`src/rtl/alu_ctrl_pkg.sv`:
```
// Shared encodings for the ALU control decoder and multiply/divide sequencer.
// ALUOp values, funct fields, ALU control codes and sequencer states.
package alu_ctrl_pkg;

  localparam logic [2:0] OP_ADD   = 3'b000;
  localparam logic [2:0] OP_SUB   = 3'b001;
  localparam logic [2:0] OP_RTYPE = 3'b010;
  localparam logic [2:0] OP_AND   = 3'b011;
  localparam logic [2:0] OP_OR    = 3'b100;
  localparam logic [2:0] OP_SLT   = 3'b101;

  localparam logic [5:0] F_ADD  = 6'b100000;
  localparam logic [5:0] F_SUB  = 6'b100010;
  localparam logic [5:0] F_AND  = 6'b100100;
  localparam logic [5:0] F_OR   = 6'b100101;
  localparam logic [5:0] F_NOR  = 6'b100111;
  localparam logic [5:0] F_SLT  = 6'b101010;
  localparam logic [5:0] F_SLL  = 6'b000000;
  localparam logic [5:0] F_SRL  = 6'b000010;
  localparam logic [5:0] F_MULT = 6'b011000;
  localparam logic [5:0] F_DIV  = 6'b011010;
  localparam logic [5:0] F_MFHI = 6'b010000;
  localparam logic [5:0] F_MFLO = 6'b010010;

  localparam logic [3:0] G_AND  = 4'b0000;
  localparam logic [3:0] G_OR   = 4'b0001;
  localparam logic [3:0] G_ADD  = 4'b0010;
  localparam logic [3:0] G_SRL  = 4'b0100;
  localparam logic [3:0] G_SLL  = 4'b0101;
  localparam logic [3:0] G_SUB  = 4'b0110;
  localparam logic [3:0] G_SLT  = 4'b0111;
  localparam logic [3:0] G_PASS = 4'b1000;
  localparam logic [3:0] G_NOR  = 4'b1100;

  typedef enum logic [1:0] {
    S_IDLE = 2'b00,
    S_BUSY = 2'b01,
    S_DONE = 2'b10
  } md_state_e;

endpackage

```
`src/rtl/alu_control_md_decode.sv`:
```
// Combinational aluop/funct decoder: ALU control code, illegal flag,
// and the HI/LO instruction classes used by the sequencer.
module alu_funct_decode
  import alu_ctrl_pkg::*;
#(
  parameter int CTRL_W = 4
) (
  input  logic              valid_in,
  input  logic [2:0]        aluop,
  input  logic [5:0]        funct,
  output logic [CTRL_W-1:0] gout,
  output logic              illegal,
  output logic              is_md,
  output logic              is_hl
);

  logic [3:0] w_code;
  logic       w_illegal;
  logic       w_rtype;

  always_comb begin
    w_code    = G_ADD;
    w_illegal = 1'b0;
    unique case (aluop)
      OP_SUB: w_code = G_SUB;
      OP_AND: w_code = G_AND;
      OP_OR:  w_code = G_OR;
      OP_SLT: w_code = G_SLT;
      OP_RTYPE: begin
        unique case (funct)
          F_ADD:  w_code = G_ADD;
          F_SUB:  w_code = G_SUB;
          F_AND:  w_code = G_AND;
          F_OR:   w_code = G_OR;
          F_NOR:  w_code = G_NOR;
          F_SLT:  w_code = G_SLT;
          F_SLL:  w_code = G_SLL;
          F_SRL:  w_code = G_SRL;
          F_MULT, F_DIV,
          F_MFHI, F_MFLO: w_code = G_PASS;
          default: w_illegal = 1'b1;
        endcase
      end
      // lw/sw and the reserved 110/111 encodings all add
      default: w_code = G_ADD;
    endcase
  end

  assign w_rtype = valid_in & (aluop == OP_RTYPE);
  assign gout    = CTRL_W'(w_code);
  assign illegal = w_illegal;
  assign is_md   = w_rtype & ((funct == F_MULT) | (funct == F_DIV));
  assign is_hl   = w_rtype & ((funct == F_MFHI) | (funct == F_MFLO));

endmodule

```
`src/rtl/alu_control_md.sv`:
```
// ALU control decoder plus multi-cycle multiply/divide sequencer:
// launches the HI/LO unit, counts its latency and stalls dependents.
module alu_control_md
  import alu_ctrl_pkg::*;
#(
  parameter int CTRL_W     = 4,
  parameter int MUL_CYCLES = 4,
  parameter int DIV_CYCLES = 32,
  parameter int CNT_W      = 6
) (
  input  logic              clk,
  input  logic              reset,
  input  logic              valid_in,
  input  logic [2:0]        aluop,
  input  logic [5:0]        funct,
  output logic [CTRL_W-1:0] gout,
  output logic              illegal,
  output logic              md_start,
  output logic              md_op,
  output logic              stall,
  output logic              hilo_we,
  output logic              md_done
);

  localparam logic [CNT_W-1:0] MUL_LD = CNT_W'(MUL_CYCLES - 1);
  localparam logic [CNT_W-1:0] DIV_LD = CNT_W'(DIV_CYCLES - 1);

  md_state_e        r_state;
  md_state_e        w_next;
  logic [CNT_W-1:0] r_cnt;
  logic             r_md_start;
  logic             r_md_op;
  logic             r_hilo_we;
  logic             w_is_md;
  logic             w_is_hl;
  logic             w_accept;
  logic             w_last;

  alu_funct_decode #(
    .CTRL_W(CTRL_W)
  ) u_dec (
    .valid_in(valid_in),
    .aluop   (aluop),
    .funct   (funct),
    .gout    (gout),
    .illegal (illegal),
    .is_md   (w_is_md),
    .is_hl   (w_is_hl)
  );

  assign w_last = (r_state == S_BUSY) & (r_cnt == '0);

  always_comb begin
    w_next   = r_state;
    w_accept = 1'b0;
    unique case (r_state)
      S_IDLE: begin
        if (w_is_md) begin
          w_accept = 1'b1;
          w_next   = S_BUSY;
        end
      end
      S_BUSY: if (r_cnt == '0) w_next = S_DONE;
      S_DONE: w_next = S_IDLE;
      default: w_next = S_IDLE;
    endcase
  end

  always_ff @(posedge clk or posedge reset) begin
    if (reset) begin
      r_state    <= S_IDLE;
      r_cnt      <= '0;
      r_md_start <= 1'b0;
      r_md_op    <= 1'b0;
      r_hilo_we  <= 1'b0;
    end else begin
      r_state    <= w_next;
      r_md_start <= w_accept;
      r_hilo_we  <= w_last;
      if (w_accept) begin
        r_md_op <= funct[1];
        r_cnt   <= funct[1] ? DIV_LD : MUL_LD;
      end else if (r_state == S_BUSY && r_cnt != '0) begin
        r_cnt <= r_cnt - 1'b1;
      end
    end
  end

  // mult/div or mfhi/mflo must wait for the whole BUSY..DONE window
  assign stall    = (w_is_md | w_is_hl) & (r_state != S_IDLE);
  assign md_start = r_md_start;
  assign md_op    = r_md_op;
  assign hilo_we  = r_hilo_we;
  assign md_done  = r_hilo_we;

endmodule

```
`config.mk`:
```
export PLATFORM = sky130hd
export DESIGN_NAME = alu_control_md
export DESIGN_NICKNAME = d
export VERILOG_FILES = /design/src/rtl/alu_ctrl_pkg.sv /design/src/rtl/alu_control_md_decode.sv /design/src/rtl/alu_control_md.sv
export SDC_FILE = /design/constraint.sdc
export NUM_CORES = 1
export LEC_CHECK = 0
export BUFFER_PORTS_ARGS = -buffer_cell sky130_fd_sc_hd__buf_4
export CAP_MARGIN = 0
export CORE_ASPECT_RATIO = 0.8
export CORE_UTILIZATION = 39
export CTS_BUF_LIST = sky130_fd_sc_hd__clkbuf_8 sky130_fd_sc_hd__clkbuf_16
export CTS_CLUSTER_SIZE = 28
export DETAILED_ROUTE_END_ITERATION = 8
export HOLD_SLACK_MARGIN = 0.05
export SLEW_MARGIN = 30
export SYNTH_ARGS = -nofsm -noshare
export SYNTH_HDL_FRONTEND = slang
export SYNTH_SLANG_ARGS = --single-unit
```
`constraint.sdc`:
```
create_clock -name clk -period 2.42 [get_ports clk]
set_input_delay 0.121 -clock clk [delete_from_list [all_inputs] [get_ports clk]]
set_output_delay 0.121 -clock clk [all_outputs]
set_load 0.05 [all_outputs]
```
==> reports/metrics.yaml <==
status: "finished, final reports clean"
syn_inst: 84
start_util_pct: 44.27
dp_cells: 126
ant_nets: 0
syn_area_sq_um: 763.2
p_comb_share_pct: 30.2
core_area_sq_mm: 0.001724
grt_usage_pct: 17.88
clk_path_buf_depth: 2
whs_path_depth: 3
clkTransAtPathRegs_ns: 0.05
slew_headroom_pct: 70.04
arrival_ns: 2.09
async_reset_ff_share_pct: 100.0
worst_pin_slew_ns: 0.4432
n_fill_cell: 173
fmax_mhz: 510.1
drt_iter0_markers: 18
clock_sinks: 11
pwr-share-clk_pct: 29.2
skew_ns: 0.001702
synth_common_cells: "11 x dfrtp_1, 8 x inv_1, 6 x nor2_1, 6 x nor3_1, 4 x a21oi_1"
synth_fp_nets: 98
die_h_um: 41.57
drive_gt1_share_pct: 25.69
critical_path_class: "reg2reg"
yosysUniqueCellTypes: 39
totalNegativeSetupSlack_ns: 0
synth_most_common_cell: "dfrtp_1"
synth_top_area_share_pct: 36.07
min_period_ns: 1.960
clkLatencyLatePin_ns: 0.24
synth-edff-count: 0
cts_buffers: 3
viasPerCell: 5.466
setup_viol: 0
routed_wl_um: 1701
cts_max_level: 1
fin_cells: 131
chipWidth_um: 51.46
hold_class: "in2reg"
vias: 716
grt_pass1_vias: 643
p_sw_uw: 217.1
avgSynthCellArea_sq_um: 9.086
seq_power_share_pct: 40.6
yosysWarnings: 0
cts_tree: "done"
area_growth_pct: 30.00
grt_pass1_wl_um: 2835
dp_slack_ns: 0.5452
synth_ff_type: "dfrtp_1"
slew_violations: 0
dr.pass1.iters: 4
drv_cap: 0
power.total_uw: 635.8
numPortBuffers: 21
netlist_top_cells_area: "dfrtp_1 36%, nor3_1 3.9%, inv_1 3.9%"
antenna_found_initial: 0
leakage_nw: 0.4630
crit_path_max_fanout: 5
ir_drop_mv: 0.6938
synth_area_leader_cell: "dfrtp_1"
synth_seq_cells: 11
die-area_sq_mm: 0.002139
grt-ovfl-total: 0
core.rowCount: 13
fin_crit_sh_pct: 81.00
finalNetCount: 124
hpwl_um: 1307
pin_count: 22
swShare_pct: 34.14
p_int_uw: 418.7
end_kind: "flop"
post_drt_wl_per_cell_um: 12.98
cts-root-buf: "clkbuf_8"
fin_ws_ns: 0.4598
routabilityCongestion: 0.8578
finalHoldViolCount: 0
r2r_cells: 6
cp_data_required_time_ns: 2.54
grt_max_degree: 12
rsz0062_at_grt: "no"
remaining_drc_errors: 0
synth_seq_area_share_pct: 36.07
insertedDiodeCount: 0
cp-start-kind: "flop"
power_density_mw_per_mm2: 640.8
fin_util_pct: 57.55
[power groups by stage]
| stage | logic (mW) | registers (mW) | clock network [mW] |
|---|---|---|---|
| 2_1_floorplan | 0.131 | 0.260 | 0 |
| 3_3_place_gp | 0.184 | 0.261 | 0 |
| 3_5_place_dp | 0.192 | 0.262 | 0 |
| 4_1_cts | 0.194 | 0.259 | 0.190 |
| 5_1_grt | 0.216 | 0.266 | 0.196 |
| 6_report | 0.192 | 0.258 | 0.186 |
[critical path: stages, from the launching register on]
cell	delay (ns)
dfrtp_1	0.40
inv_1	0.09
ha_1	0.16
nor4b_1	0.39
a21oi_1	0.24
a32o_1	0.31
a211o_1	0.26
[metrics by stage]
step | instance area, sq um | hold WS, ns
after detailed placement | 937.1 | 0.1523
after floorplan | 763.2 | -0.02656
after CTS | 992.2 | 0.2065
after global placement | 937.1 | 0.1475
final | 992.2 | 0.2086
after global routing | 992.2 | 0.2438
[routing by layer]
metal / global-route usage (%) / part of all wire [%]
met4: 4.865 / 0.53
met2: 23.38 / 41
met1: 26.98 / 54
met3: 6.593 / 4.4
met5: 0 / 0
[worst paths after layout]
path,start,to,slack [ns]
max in group asynchronous,reset,r_cnt[2],1.67
min in group asynchronous,reset,r_state[1],0.45
worst max-delay path,r_cnt[0],r_cnt[2],0.46
worst max register to register,r_cnt[0],r_cnt[2],0.46
worst min-delay path,funct[1],r_cnt[4],0.21
worst min register to register,r_cnt[3],hilo_we,0.49
[what timing repair did]
action | in CTS | in global routing
hold endpoints to repair | 11 | 0
setup endpoints to repair | 0 | 0
hold buffers | 1 | 0
setup buffers | 0 | 0
resized for setup | 0 | 0
[state kept, by name (all words and copies together) (netlist names)]
signal    count
hilo_we       1
md_op         1
md_start      1
r_cnt         6
r_state       2
[area by class of cell]
| cell class | count | area, sq um | area share, % |
|---|---|---|---|
| well taps | 22 | 27.53 | 2.774 |
| multi-input cells | 63 | 439.2 | 44.26 |
| clock buffers | 3 | 41.29 | 4.161 |
| flip-flops and latches | 11 | 275.3 | 27.74 |
| clock inverters | 1 | 3.754 | 0.3783 |
| repair buffers | 23 | 175.2 | 17.65 |
| inverters | 8 | 30.03 | 3.026 |
[cells in the final DEF (no fill, tap or decap), drive strengths merged, types with 3 or more instances in the layout]
cell type  Yosys  final
nor3           6      6
inv            8      9
buf            2     22
a21oi          4      4
nor2           7      7
o21ai          3      3
nand2b         3      3
a22oi          3      3
clkbuf         0      3
dfrtp         11     11
nand2          3      3
[kinds of logic after synthesis]
family	after synthesis	synth area share [%]
AO/OA/AOI/OAI	20	18.36
AND/OR/NAND/NOR	38	32.13
XOR/XNOR	1	1.148
adder cells (fa/ha/maj)	2	3.278
multiplexers	2	2.623
flip-flops	11	36.07
buffers and inverters	10	6.394
(Power assumes the default switching activity.)
